<file path="src/rtl/modulo5_serial_detector_if.sv">
// Bundles the serial handshake and result signals of modulo5_serial_detector.
// master: the serializer/consumer side that drives bits and reads results.
// slave : the detector itself.
// Optional macro MOD5_PREFIX_OUT_EN adds the prefix_divisible signal.
interface modulo5_serial_detector_if #(
  parameter int FRAME_BITS = 8
);
  localparam int CNT_W = $clog2(FRAME_BITS);

  logic             serial_in;
  logic             bit_valid;
  logic             frame_start;
  logic             result_valid;
  logic [2:0]       result_remainder;
  logic             divisible;
  logic             frame_aborted;
  logic [CNT_W-1:0] bit_count;
`ifdef MOD5_PREFIX_OUT_EN
  logic             prefix_divisible;
`endif

  modport master (
    output serial_in, bit_valid, frame_start,
    input  result_valid, result_remainder, divisible, frame_aborted, bit_count
`ifdef MOD5_PREFIX_OUT_EN
    , input prefix_divisible
`endif
  );

  modport slave (
    input  serial_in, bit_valid, frame_start,
    output result_valid, result_remainder, divisible, frame_aborted, bit_count
`ifdef MOD5_PREFIX_OUT_EN
    , output prefix_divisible
`endif
  );
endinterface

</file>
<file path="src/rtl/modulo5_serial_detector.sv">
// Serial MSB-first modulo-5 detector. Tracks the running frame value mod 5
// with a five-state remainder FSM, counts accepted bits and, on the last bit
// of each frame, publishes the remainder and a divisible-by-5 flag together
// with a one-cycle result_valid pulse. frame_start discards a partial frame
// (pulsing frame_aborted when bits were lost).
// Optional macro MOD5_PREFIX_OUT_EN adds prefix_divisible, which reports after
// every accepted bit whether the bits received so far form a multiple of 5.
module modulo5_serial_detector #(
  parameter int FRAME_BITS = 8
) (
  input logic                   clock,
  input logic                   reset_n,
  modulo5_serial_detector_if.slave bus
);
  localparam int CNT_W = $clog2(FRAME_BITS);
  localparam logic [CNT_W-1:0] LAST_CNT = CNT_W'(FRAME_BITS - 1);

  typedef enum logic [2:0] {
    R0 = 3'd0,
    R1 = 3'd1,
    R2 = 3'd2,
    R3 = 3'd3,
    R4 = 3'd4
  } rem_e;

  // Remainder update for one appended bit: (2*r + b) mod 5, as a lookup.
  function automatic rem_e mod5_step(input rem_e r, input logic b);
    case (r)
      R0:      return b ? R1 : R0;
      R1:      return b ? R3 : R2;
      R2:      return b ? R0 : R4;
      R3:      return b ? R2 : R1;
      R4:      return b ? R4 : R3;
      default: return R0;
    endcase
  endfunction

  rem_e             state_q;
  logic [CNT_W-1:0] cnt_q;
  logic             result_valid_q;
  logic [2:0]       result_rem_q;
  logic             divisible_q;
  logic             aborted_q;
`ifdef MOD5_PREFIX_OUT_EN
  logic             prefix_q;
`endif

  rem_e             state_base;
  logic [CNT_W-1:0] cnt_base;
  rem_e             state_d;
  logic             last_bit;

  // Effective starting point for this cycle: frame_start or an illegal code
  // collapses the FSM to R0 before the incoming bit is applied.
  always_comb begin
    // NOTE: every signal gets a default first, so no path can infer a latch.
    state_base = state_q;
    cnt_base   = cnt_q;
    if (bus.frame_start || !(state_q inside {R0, R1, R2, R3, R4})) begin
      state_base = R0;
    end
    if (bus.frame_start) begin
      cnt_base = '0;
    end
    state_d  = mod5_step(state_base, bus.serial_in);
    last_bit = (cnt_base == LAST_CNT);
  end

  // Remainder FSM, bit counter and registered result/abort outputs.
  always_ff @(posedge clock or negedge reset_n) begin
    // NOTE: non-blocking assignments so every register samples pre-edge values.
    if (!reset_n) begin
      state_q        <= R0;
      cnt_q          <= '0;
      result_valid_q <= 1'b0;
      result_rem_q   <= 3'd0;
      divisible_q    <= 1'b1;
      aborted_q      <= 1'b0;
`ifdef MOD5_PREFIX_OUT_EN
      prefix_q       <= 1'b0;
`endif
    end else begin
      result_valid_q <= 1'b0;
      aborted_q      <= bus.frame_start && (cnt_q != '0);
      if (bus.bit_valid) begin
`ifdef MOD5_PREFIX_OUT_EN
        prefix_q <= (state_d == R0);
`endif
        if (last_bit) begin
          state_q        <= R0;
          cnt_q          <= '0;
          result_valid_q <= 1'b1;
          result_rem_q   <= state_d;
          divisible_q    <= (state_d == R0);
        end else begin
          state_q <= state_d;
          cnt_q   <= cnt_base + CNT_W'(1);
        end
      end else begin
        state_q <= state_base;
        cnt_q   <= cnt_base;
`ifdef MOD5_PREFIX_OUT_EN
        if (bus.frame_start) begin
          prefix_q <= 1'b0;
        end
`endif
      end
    end
  end

  assign bus.result_valid     = result_valid_q;
  assign bus.result_remainder = result_rem_q;
  assign bus.divisible        = divisible_q;
  assign bus.frame_aborted    = aborted_q;
  assign bus.bit_count        = cnt_q;
`ifdef MOD5_PREFIX_OUT_EN
  assign bus.prefix_divisible = prefix_q;
`endif

endmodule

</file>
<file path="src/flat_wrapper.sv">
// flat-port wrapper written by rule: the top's interface ports become plain ports
module modulo5_serial_detector_flat 
#(
  parameter int FRAME_BITS = 8
)
  (clock, reset_n, bus_serial_in, bus_bit_valid, bus_frame_start, bus_result_valid, bus_result_remainder, bus_divisible, bus_frame_aborted, bus_bit_count);
  modulo5_serial_detector_if #(.FRAME_BITS(FRAME_BITS)) bus_i ();
  input logic clock;
  input logic reset_n;
  input wire logic [$bits(bus_i.serial_in)-1:0] bus_serial_in;
  input wire logic [$bits(bus_i.bit_valid)-1:0] bus_bit_valid;
  input wire logic [$bits(bus_i.frame_start)-1:0] bus_frame_start;
  output wire logic [$bits(bus_i.result_valid)-1:0] bus_result_valid;
  output wire logic [$bits(bus_i.result_remainder)-1:0] bus_result_remainder;
  output wire logic [$bits(bus_i.divisible)-1:0] bus_divisible;
  output wire logic [$bits(bus_i.frame_aborted)-1:0] bus_frame_aborted;
  output wire logic [$bits(bus_i.bit_count)-1:0] bus_bit_count;
  assign bus_i.serial_in = bus_serial_in;
  assign bus_i.bit_valid = bus_bit_valid;
  assign bus_i.frame_start = bus_frame_start;
  assign bus_result_valid = bus_i.result_valid;
  assign bus_result_remainder = bus_i.result_remainder;
  assign bus_divisible = bus_i.divisible;
  assign bus_frame_aborted = bus_i.frame_aborted;
  assign bus_bit_count = bus_i.bit_count;
  modulo5_serial_detector #(.FRAME_BITS(FRAME_BITS)) u_core (.clock(clock), .reset_n(reset_n), .bus(bus_i));
endmodule
</file>
<file path="config.mk">
export PLATFORM = sky130hd
export DESIGN_NAME = modulo5_serial_detector_flat
export DESIGN_NICKNAME = d
export VERILOG_FILES = /design/src/rtl/modulo5_serial_detector_if.sv /design/src/rtl/modulo5_serial_detector.sv /design/src/flat_wrapper.sv
export SDC_FILE = /design/constraint.sdc
export NUM_CORES = 1
export LEC_CHECK = 0
export BUFFER_PORTS_ARGS = -buffer_cell sky130_fd_sc_hd__buf_4
export CAP_MARGIN = 20
export CORE_MARGIN = 2
export CORE_UTILIZATION = 35
export DETAILED_ROUTE_END_ITERATION = 16
export PLACE_DENSITY = 0.64
export SLEW_MARGIN = 5
export SYNTH_ARGS = -nofsm -noshare
export SYNTH_HDL_FRONTEND = slang
export SYNTH_SLANG_ARGS = --single-unit
export TNS_END_PERCENT = 20
</file>
<file path="constraint.sdc">
create_clock -name clock -period 1.6 [get_ports clock]
set_input_delay 0.32 -clock clock [delete_from_list [all_inputs] [get_ports clock]]
set_output_delay 0.32 -clock clock [all_outputs]
set_load 0.03 [all_outputs]
</file>
[Word-level counts from Yosys, hierarchy flattened]
Cells that the tools add are included.
Word-level totals
  output and inout port bits: 9
  register bits after elaboration: 12
  logic and storage cells: 39
  input port bits: 5
Cells by class
  add/subtract/negate cells: 1
  multiplexer cells: 14
  reductions and logical operators: 9
  eq/ne operators: 9
Operators with widths (count)
  $mux W3: 8
  $pmux W3 S5: 1
  $eq A3 B2 Y1 const B: 4
  $eq A3 B3 Y1 const B: 3
  $logic_not A3 Y1: 3
  $eq A3 B1 Y1 const B: 2
  $reduce_bool A5 Y1: 1
  $mux W1: 4
  $add A3 B1 Y3 const B: 1
  $reduce_bool A3 Y1: 1
  $mux W2: 1
  $reduce_and A2 Y1: 1
  $logic_and A1 B1 Y1: 1
  $logic_not A1 Y1: 1
  $logic_or A1 B1 Y1: 1

[Depth between registers and ports, before layout]
Gate-level depths: netlist of the first run.
  word-level depth: 9
  gate-level depth with buffers: 7
  depth with buffers taken out: 6

[Worst setup path after synthesis of the first run]
OpenSTA, ideal clock, no wires.
  kind: register to register
  start point: reg u_core.cnt_q[1] (netlist: u_core.bus.bit_count[1])
  end point: reg u_core.divisible_q (netlist: u_core.bus.divisible)
  clock period less this slack: 1615 ps
  required time: 1520 ps
  data arrival time: 1535 ps
  setup time: 80 ps
  stages on the path, launching flop included: 7
  setup slack: -15 ps
  path buffers: 0
  path through: dfrtp_1 -> nor2b_1 -> ha_1 -> ha_1 -> nand2_1 -> nor3_1 -> a32o_1
On the way
  longest elaborated chain between the ends: 3
Ends and longest elaborated chain
  from (decl): line modulo5_serial_detector.sv:39  | logic [CNT_W-1:0] cnt_q;
  from (signal assigned): line modulo5_serial_detector.sv:97  | cnt_q <= cnt_base + CNT_W'(1);
  from (signal assigned): line modulo5_serial_detector.sv:101  | cnt_q <= cnt_base;
  $mux W3: line modulo5_serial_detector.sv:62  | if (bus.frame_start) begin
  $eq A3 B3 Y1: line modulo5_serial_detector.sv:66  | last_bit = (cnt_base == LAST_CNT);
  $reduce_and A2 Y1 (no line)
  to (signal assigned): line modulo5_serial_detector.sv:94  | divisible_q <= (state_d == R0);
  to (decl): line modulo5_serial_detector.sv:42  | logic divisible_q;
Every way passes these cells.
A chain may end at the register's enable or synchronous reset.

[Worst setup path in the final report of the first run]
  start point: reg u_core.cnt_q[0] (netlist: u_core.bus.bit_count[0])
  end point: reg u_core.state_q[0]
On the way
  longest elaborated chain between the ends: 4
Ends and longest elaborated chain
  $mux W3: line modulo5_serial_detector.sv:62
  $eq A3 B3 Y1: line modulo5_serial_detector.sv:66
  $mux W3: line modulo5_serial_detector.sv:89  | if (last_bit) begin
  $mux W3: line modulo5_serial_detector.sv:85  | if (bus.bit_valid) begin
  to (signal assigned): line modulo5_serial_detector.sv:96  | state_q <= state_d;
  to (signal assigned): line modulo5_serial_detector.sv:100  | state_q <= state_base;
  to (decl): line modulo5_serial_detector.sv:38  | rem_e state_q;
Every way passes these cells.

==> metrics.txt, run 1 <==
Ports 14; Critical Path AT about 1.7 ns; vias in the first global route 514; Die X 46.9 um; CTS Buffer Depth 2; Setup crit start kind register; multi-input logic area 314 um^2; postcts setup bufs 0; unrepaired setup endpoints after global routing false; initial antenna violation count 0; Unique masters post-synth 31; Power Dens Cells 863 mW/mm^2; slew margin rel. 0.765; Mapped Nets 67; Setup Skew 0.00314 ns; gpl congestion between 0.7 and 0.8; area of the core 0.00173 mm^2; R2R setup slack between 0.1 and 0.15 ns; Port-buffer cells 13; Syn Std Cell Area 644 um^2; Antenna Cells 0; Synth warnings 0; number of buffers created by CTS 3; std cell rows 15; CTS root buf clkbuf_4; final hold vios 0; register area 302 um^2; Crit Path Max Fanout 3; initial DRC count 10; Filler cells ~170; clock latency on the worst-skew pair 0.27 ns; Fin Hold WS 0.303 ns; Hold Path Class primary input to register; MaxCap Viol Count 0; die area between 0.002 and 0.0025 mm^2; status finished clean; wire length per cell 11.7 um; fmax between 600 and 700 MHz; Total Routed Length between 1 and 1.5 mm; Worst Tran Pin Value between 0.3 and 0.4 ns; clk sinks 12; post-synthesis sequential area ratio 0.468; post-DP HPWL about 940 um; Critical Path RT 1.76 ns; Vert. Die Dim 46.9 um; Pleak 0.384 nW; ANT nets after route 0; final worst slack between 0.1 and 0.15 ns; Max VDD drop 0.352 mV; gr usage total 0.143; routed vias/inst roughly 5; Synth Instances 60; crit end category register; Post-route DRC 0; Area Growth Syn to Fin 27.4%; FF+latch count, synth 12; WS Path Type register to register; clock transition at the registers of the reported paths 0.08 ns; Overflow after GRT 0; final slew viol count 0; share of layout cells above drive strength 1 0.385; wire length of the first global-routing pass 2.18 mm; mean area per synthesized cell 10.7 um^2; Fin Setup TNS 0 ns; pin count of the biggest net entering global routing 13; H-Tree Depth 1; vias a little over 500; Layout Nets 86; TritonCTS clock tree done; Setup Viol. Count Final 0; Final period util 0.927; Setup WS pre-CTS between 0.06 and 0.07 ns; router iterations before antenna repair 4; initial cell density of the core 0.373; min Tclk post-route about 1.5 ns
[sequential cells by signal (all words and copies together) (netlist names)]
name,cells
u_core.bus.result_remainder,3
u_core.bus.bit_count,3
u_core.bus.divisible,1
u_core.bus.frame_aborted,1
u_core.bus.result_valid,1
u_core.state_q,3
[metrics by stage]
stage	area, um^2	std cells	util	power [W]
after floorplan	647	60	-	0.000424
after global placement	772	98	0.447	0.000473
after detailed placement	772	98	0.447	0.000473
after CTS	818	103	0.474	0.000718
after global routing	821	103	0.475	0.000747
final	821	103	0.475	0.000708
[cells by family (layout without fill, tap and decap cells)]
kind of cell | after synthesis | in the layout | synth area share
simple gates | 24 | 24 | 0.219
compound gates | 13 | 13 | 0.157
flops | 12 | 12 | 0.468
buf+inv | 5 | 23 | 0.0524
mux | 3 | 3 | 0.0505
fa+ha+maj | 2 | 2 | 0.0388
xor+xnor | 1 | 1 | 0.0136
[synthesized netlist by cell type]
cell       count  area (um^2)
mux2i_1        1         10.0
or2b_1         1         7.51
or2_1          1         6.26
o31a_1         1         8.76
nor2_1         1         3.75
ha_1           2         25.0
nor4b_1        1         8.76
a21oi_1        1         5.00
or4_4          1         11.3
buf_4          2         15.0
o31ai_1        1         7.51
nand2_1        8         30.0
xor2_1         1         8.76
mux2_2         2         22.5
a2bb2oi_2      1         15.0
o21ai_1        1         5.00
a32o_1         1         10.0
a21oi_2        1         8.76
nor3_1         2         10.0
dfstp_2        1         26.3
dfrtp_1       11          275
o21ai_0        3         15.0
or3b_1         1         8.76
o32ai_1        2         17.5
inv_1          2         7.51
buf_6          1         11.3
a221oi_1       1         8.76
nand2b_1       2         12.5
or2b_2         1         8.76
and2b_2        1         8.76
nor2b_1        4         25.0
[cell type report]
type                    instances  share of cell area
clock buffers                   4              0.0442
inverters                       2             0.00915
multi-input cells              43               0.383
flip-flops and latches         12               0.367
well taps                      25              0.0381
repair buffers                 17               0.159
[cell usage in the layout (no fill, tap or decap), types with 3 or more instances in the layout]
cell,synthesis,final
buf_4,2,16
dfrtp_1,11,11
nand2_1,8,7
nor2b_1,4,3
o21ai_0,3,3
clkbuf_4,0,3
[worst paths after layout]
kind                                           startpoint                              to  cells after the start
max reg2reg                       u_core.bus.bit_count[0]               u_core.state_q[0]                      6
min                                         bus_bit_valid         u_core.bus.bit_count[0]                      2
max                               u_core.bus.bit_count[0]               u_core.state_q[0]                      6
min in group asynchronous                         reset_n               u_core.state_q[2]                      2
min reg2reg                u_core.bus.result_remainder[1]  u_core.bus.result_remainder[1]                      2
max in group asynchronous                         reset_n            u_core.bus.divisible                      2
[metal layers]
metal  track usage  part of all wire  wire length [um]
met5             0                 0                 0
met3        0.0385             0.039                47
met2         0.222              0.51               615
met1         0.184              0.45               546
met4        0.0667                 0                 0
[report_power, final]
group          switching (W)  internal, W  total [W]
combinational      0.0000744    0.0000607   0.000135
sequential         0.0000144     0.000320   0.000335
clock              0.0000997     0.000138   0.000238
[worst max-delay path, cell delays in order (launching register included)]
cell and delay [ns]:
dfrtp_1 0.40, nor2b_2 0.17, ha_1 0.18, ha_1 0.19, nand2b_1 0.17, buf_4 0.14
o32ai_1 0.12
[what timing repair did]
action,4_1_cts,5_1_grt
resized for setup,0,1
hold endpoints to repair,11,0
setup endpoints to repair,0,1
hold buffers,1,0
Power figures use the tool's default switching activity.
==> run 2, diff against run 1 <==
==> constraint.sdc (replaced) <==
create_clock -name clock -period 1.6 [get_ports clock]
set_input_delay 0 -clock clock [delete_from_list [all_inputs] [get_ports clock]]
set_output_delay 0 -clock clock [all_outputs]
set_load 0.03 [all_outputs]
==> metrics.txt, run 2 (synthesis gave the netlist of run 1 again) <==
status finished clean; final hold vios 0; CTS Buffer Depth 2; Overflow after GRT 0; Fin Setup TNS 0 ns; cts hold-fix bufs 2; number of buffers created by CTS 3; slew margin rel. 0.765; router iterations before antenna repair 2; Ports 14; std cell rows 15; Post-route DRC 0; Filler cells 176; fmax around 670 MHz; commonest non-fill, non-tap cell in the layout buf_4; die area 0.00220 mm^2; Crit Path Max Fanout 9; slowest stage cell, crit path dfrtp_1; vias in the first global route 454; Setup Skew 0.00387 ns; H-Tree Depth 1; Critical Path, Cell by Cell nor2b_1 -> ha_1 -> ha_1 -> nand2_2 -> nor3_1 -> a32o_1; Overall Power 0.000652 W; Worst Tran Pin Value between 0.3 and 0.4 ns; Hold Path Class primary input to register; final slew viol count 0; wire length of the first global-routing pass 1.90 mm; routed vias/inst 4.73; CP most frequent cell ha_1; unrepaired setup endpoints after global routing false; initial antenna violation count 0; Power Dens Cells 819 mW/mm^2; clock latency on the worst-skew pair 0.26 ns; Port-buffer cells 13; area of the core 0.00173 mm^2; ANT nets after route 0; gr usage total 0.121; Final period util 0.934; Critical Path AT roughly 1.7 ns; pin count of the biggest net entering global routing 13; share of layout cells above drive strength 1 0.329; min Tclk post-route around 1.5 ns; Layout Nets 84; crit end category register; postcts setup bufs 0; Area Growth Syn to Fin 23.5%; vias 478; initial DRC count 2; Max VDD drop 0.422 mV; Antenna Cells 0; TritonCTS clock tree done; commonest cells after routing, fill and taps aside buf_4 (13), dfrtp_1 (11), nand2_1 (7); CTS resizes 0; Setup Viol. Count Final 0; post-DP HPWL between 800 and 900 um; Pleak 0.367 nW; initial cell density of the core 0.373; Vert. Die Dim 46.9 um; gpl congestion 0.689; MaxCap Viol Count 0; wire length per cell 11.0 um; Fin Hold WS 0.0244 ns; Critical Path RT 1.80 ns; WS Path Type register to register; clock transition at the registers of the reported paths around 0.07 ns; CTS root buf clkbuf_4; Total Routed Length 1.11 mm; Worst Path Buf+Inv 0; Setup crit start kind register; CP top delay family simple AND/OR/NAND/NOR gates; clk sinks 12; crit-path max cell delay 0.36 ns; Die X between 40 and 50 um
[run 2: cell types whose count changed in the layout (fill, tap and decap cells not counted), sizes merged]
cell / before / now
dlygate4sd3: 1 / 2
buf: 16 / 13
[run 2: worst paths after layout]
path                                                 from                             end  slack, ns  cells past startpoint
setup reg to reg                  u_core.bus.bit_count[0]            u_core.bus.divisible       0.11                      6
max in group asynchronous                         reset_n            u_core.bus.divisible       1.25                      2
hold / removal                            bus_frame_start  u_core.bus.result_remainder[1]       0.02                      2
min in group asynchronous                         reset_n         u_core.bus.result_valid       0.12                      2
hold reg to reg            u_core.bus.result_remainder[2]  u_core.bus.result_remainder[2]       0.48                      2
setup / recovery                  u_core.bus.bit_count[0]            u_core.bus.divisible       0.11                      6
[run 2: per-stage QoR]
step	setup WS [ns]	area [um^2]	util	instances
floorplan	0.0328	647	-	60
global placement	0.152	749	0.434	95
detailed placement	0.120	749	0.434	95
CTS	0.0901	796	0.461	101
global route	0.0182	796	0.461	101
finish	0.105	796	0.461	101
[run 2: layer usage]
| layer | global-route usage | part of all wire |
|---|---|---|
| met1 | 0.166 | 0.48 |
| met2 | 0.186 | 0.46 |
| met3 | 0.0346 | 0.036 |
| met4 | 0.0333 | 0.017 |
| met5 | 0 | 0 |
[run 2: where the power goes]
part	switching [W]	internal, W
clock	0.0000909	0.0000962
combinational	0.0000730	0.0000580
sequential	0.0000133	0.000320
[run 2: cell type report]
type,count,area (um^2),area share
Timing Repair Buffer,15,118,0.148
Tap cell,25,31.3,0.0393
Clock buffer,4,26.3,0.0330
Inverter,2,7.51,0.00943
Sequential cell,12,302,0.379
Multi-Input combinational cell,43,312,0.392
==> run 3, diff against run 2 <==
--- a/config.mk
+++ b/config.mk
@@ -5,12 +5,13 @@
 export SDC_FILE = /design/constraint.sdc
 export NUM_CORES = 1
 export LEC_CHECK = 0
+export ABC_AREA = 1
 export BUFFER_PORTS_ARGS = -buffer_cell sky130_fd_sc_hd__buf_4
 export CAP_MARGIN = 20
 export CORE_MARGIN = 2
 export CORE_UTILIZATION = 35
 export DETAILED_ROUTE_END_ITERATION = 16
-export PLACE_DENSITY = 0.64
+export PLACE_DENSITY = 0.65
 export SLEW_MARGIN = 5
 export SYNTH_ARGS = -nofsm -noshare
 export SYNTH_HDL_FRONTEND = slang
==> metrics.txt, run 3 <==
status finished clean; dpl cells approximately 100; min Tclk post-route 1.38 ns; clk sinks 12; share of the synthesized area in the top cell type 0.460; Ports 14; Die X between 40 and 50 um; clock transition at the registers of the reported paths 0.08 ns; combinational fraction of design power 0.179; final std cells w/o fill 110; Critical Path AT 1.55 ns; vias in the first global route between 400 and 500; FF-to-FF Start u_core.bus.bit_count[1]; CTS Buffer Depth 2; number of buffers created by CTS 3; area of the core between 0.0015 and 0.002 mm^2; Post-route DRC 0; post-DP HPWL about 900 um; TritonCTS clock tree done; cts hold-fix bufs 2; Syn Std Cell Area 598 um^2; clock latency on the worst-skew pair approximately 0.28 ns; Setup crit start kind register; post-synthesis sequential area ratio 0.504; Compound-Gate Fraction of Synth Area 0.0523; mean area per synthesized cell 7.97 um^2; largest family of logic cells by synthesized area simple AND/OR/NAND/NOR gates; vias around 530; Synth Area in XOR/XNOR 0.0146; Synth Area in Adders 0.0418; Reg2Reg Depth 8; Vert. Die Dim 45.3 um; pin count of the biggest net entering global routing 13; fmax 725 MHz; largest area contributor in the netlist dfrtp_1; CTS root buf clkbuf_4; hold path start bus_frame_start; top post-synthesis cells by area dfrtp_1 (46%), nand2_1 (14%), inv_1 (6.3%), nor2_1 (5.6%), dfstp_2 (4.4%); H-Tree Depth 1; Worst Tran Pin Value about 0.28 ns; Unique masters post-synth 16; MaxCap Viol Count 0; final hold vios 0; Port-buffer cells 13; initial DRC count 10; Setup Viol. Count Final 0; EDFF count, synth 0; register area 302 um^2; Final period util 0.862; std cell rows 14; WS Path Type register to register; Crit Path Max Fanout 5; commonest non-fill, non-tap cell in the layout nand2_1; Simple-Gate Fraction of Synth Area 0.318; Pint 0.000505 W; Synth warnings 0; Reg power frac 0.474; commonest cells after routing, fill and taps aside nand2_1 (23), buf_4 (13), dfrtp_1 (11); Overflow after GRT 0; top-count cell post-synth nand2_1; router iterations before antenna repair 4; Max VDD drop 0.593 mV; Area Growth Syn to Fin 29.1%; CTS resizes 0; Fin Setup TNS 0 ns; multi-input logic area 255 um^2; wire length of the first global-routing pass 1.97 mm; Layout Nets 102; clock network power share 0.347; R2R setup slack 0.22 ns; Mapped Nets 82; Setup Skew 0.00274 ns; initial cell density of the core 0.384; postcts setup bufs 0; Synth Instances 75; routed vias/inst 4.78; wire length per cell about 11 um; unrepaired setup endpoints after global routing false; die area 0.00206 mm^2; Critical Path RT approximately 1.8 ns; initial antenna violation count 0; Total Routed Length 1.19 mm; Hold Path Class primary input to register; gr usage total 0.142; hold endpoint u_core.bus.bit_count[2]; hold depth 4; final slew viol count 0; gpl congestion 0.742; Pleak approximately 0.44 nW; post-synthesis mux area share 0; Post-synth ARST share 1.00; switching share of power 0.278; capturing point of the worst reg2reg path u_core.bus.result_remainder[2]; Power Dens Cells about 900 mW/mm^2; ys flop type dfrtp_1; slew margin rel. 0.810; ANT nets after route 0; FF+latch count, synth 12; crit end category register; top post-synthesis cells by count nand2_1 (23), dfrtp_1 (11), inv_1 (10); Filler cells approximately 150; share of layout cells above drive strength 1 0.234; Antenna Cells 0; switching pwr 0.000195 W; Overall Power 0.000700 W
[run 3: changes by cell type in the layout (fill, tap and decap cells not counted), moves of 3 or more]
cell	before	now
nor2b_1	4	0
nand2_1	7	23
nor2_1	1	9
nand4_1	0	3
nand3_1	0	5
inv_1	2	10
[run 3: final cells by class]
class / instances / area share
clock buffer: 4 / 0.0470
inverter: 11 / 0.0535
sequential: 12 / 0.391
multi-input combinational: 52 / 0.331
timing repair buffer: 15 / 0.152
tap: 16 / 0.0259
[run 3: power groups by stage]
stage | sequential [W] | combinational [W] | clock [W]
3_3_place_gp | 0.000337 | 0.000121 | 0
3_5_place_dp | 0.000338 | 0.000122 | 0
5_1_grt | 0.000335 | 0.000139 | 0.000266
4_1_cts | 0.000332 | 0.000126 | 0.000249
6_report | 0.000332 | 0.000125 | 0.000243
2_1_floorplan | 0.000366 | 0.0000423 | 0
[run 3: routing by layer]
| metal | global-route usage | part of all wire | vias to the layer above |
|---|---|---|---|
| met5 | 0 | 0 | - |
| met4 | 0.141 | 0.036 | 0 |
| met3 | 0 | 0.010 | 4 |
| met2 | 0.206 | 0.47 | 8 |
| met1 | 0.190 | 0.48 | 234 |
| li1 | - | - | 280 |
[run 3: cells by family (layout without fill, tap and decap cells)]
group	count (synthesis)	count (layout)
compound gates	6	6
xor+xnor	1	1
fa+ha+maj	2	2
buf+inv	11	30
flops	12	12
simple gates	43	43
[run 3: critical path, stage by stage, from the launching register on]
cell,delay [ns]
dfrtp_1,0.38
inv_1,0.08
nor2_1,0.05
ha_1,0.19
ha_1,0.19
nand2_1,0.14
inv_1,0.10
nor2_1,0.09
nor2_1,0.05
[run 3: metrics by stage]
step | instance area (um^2) | util | hold WS [ns] | setup slack (ns)
after floorplan | 598 | - | -0.296 | 0.159
after global placement | 716 | 0.459 | -0.155 | 0.245
after detailed placement | 716 | 0.459 | -0.155 | 0.241
after CTS | 772 | 0.495 | 0.0357 | 0.219
after global routing | 772 | 0.495 | 0.0440 | 0.0450
final | 772 | 0.495 | 0.0372 | 0.221
[run 3: how the worst max path moves through the flow]
stage | start | depth (start not counted) | endpoint
2_1_floorplan | u_core.bus.bit_count[0] | 8 | u_core.bus.result_remainder[2]
3_3_place_gp | u_core.bus.bit_count[1] | 8 | u_core.bus.result_remainder[2]
3_5_place_dp | u_core.bus.bit_count[1] | 8 | u_core.bus.result_remainder[2]
4_1_cts | u_core.bus.bit_count[1] | 8 | u_core.bus.result_remainder[2]
5_1_grt | u_core.bus.bit_count[0] | 8 | u_core.bus.result_remainder[2]
6_report | u_core.bus.bit_count[1] | 8 | u_core.bus.result_remainder[2]
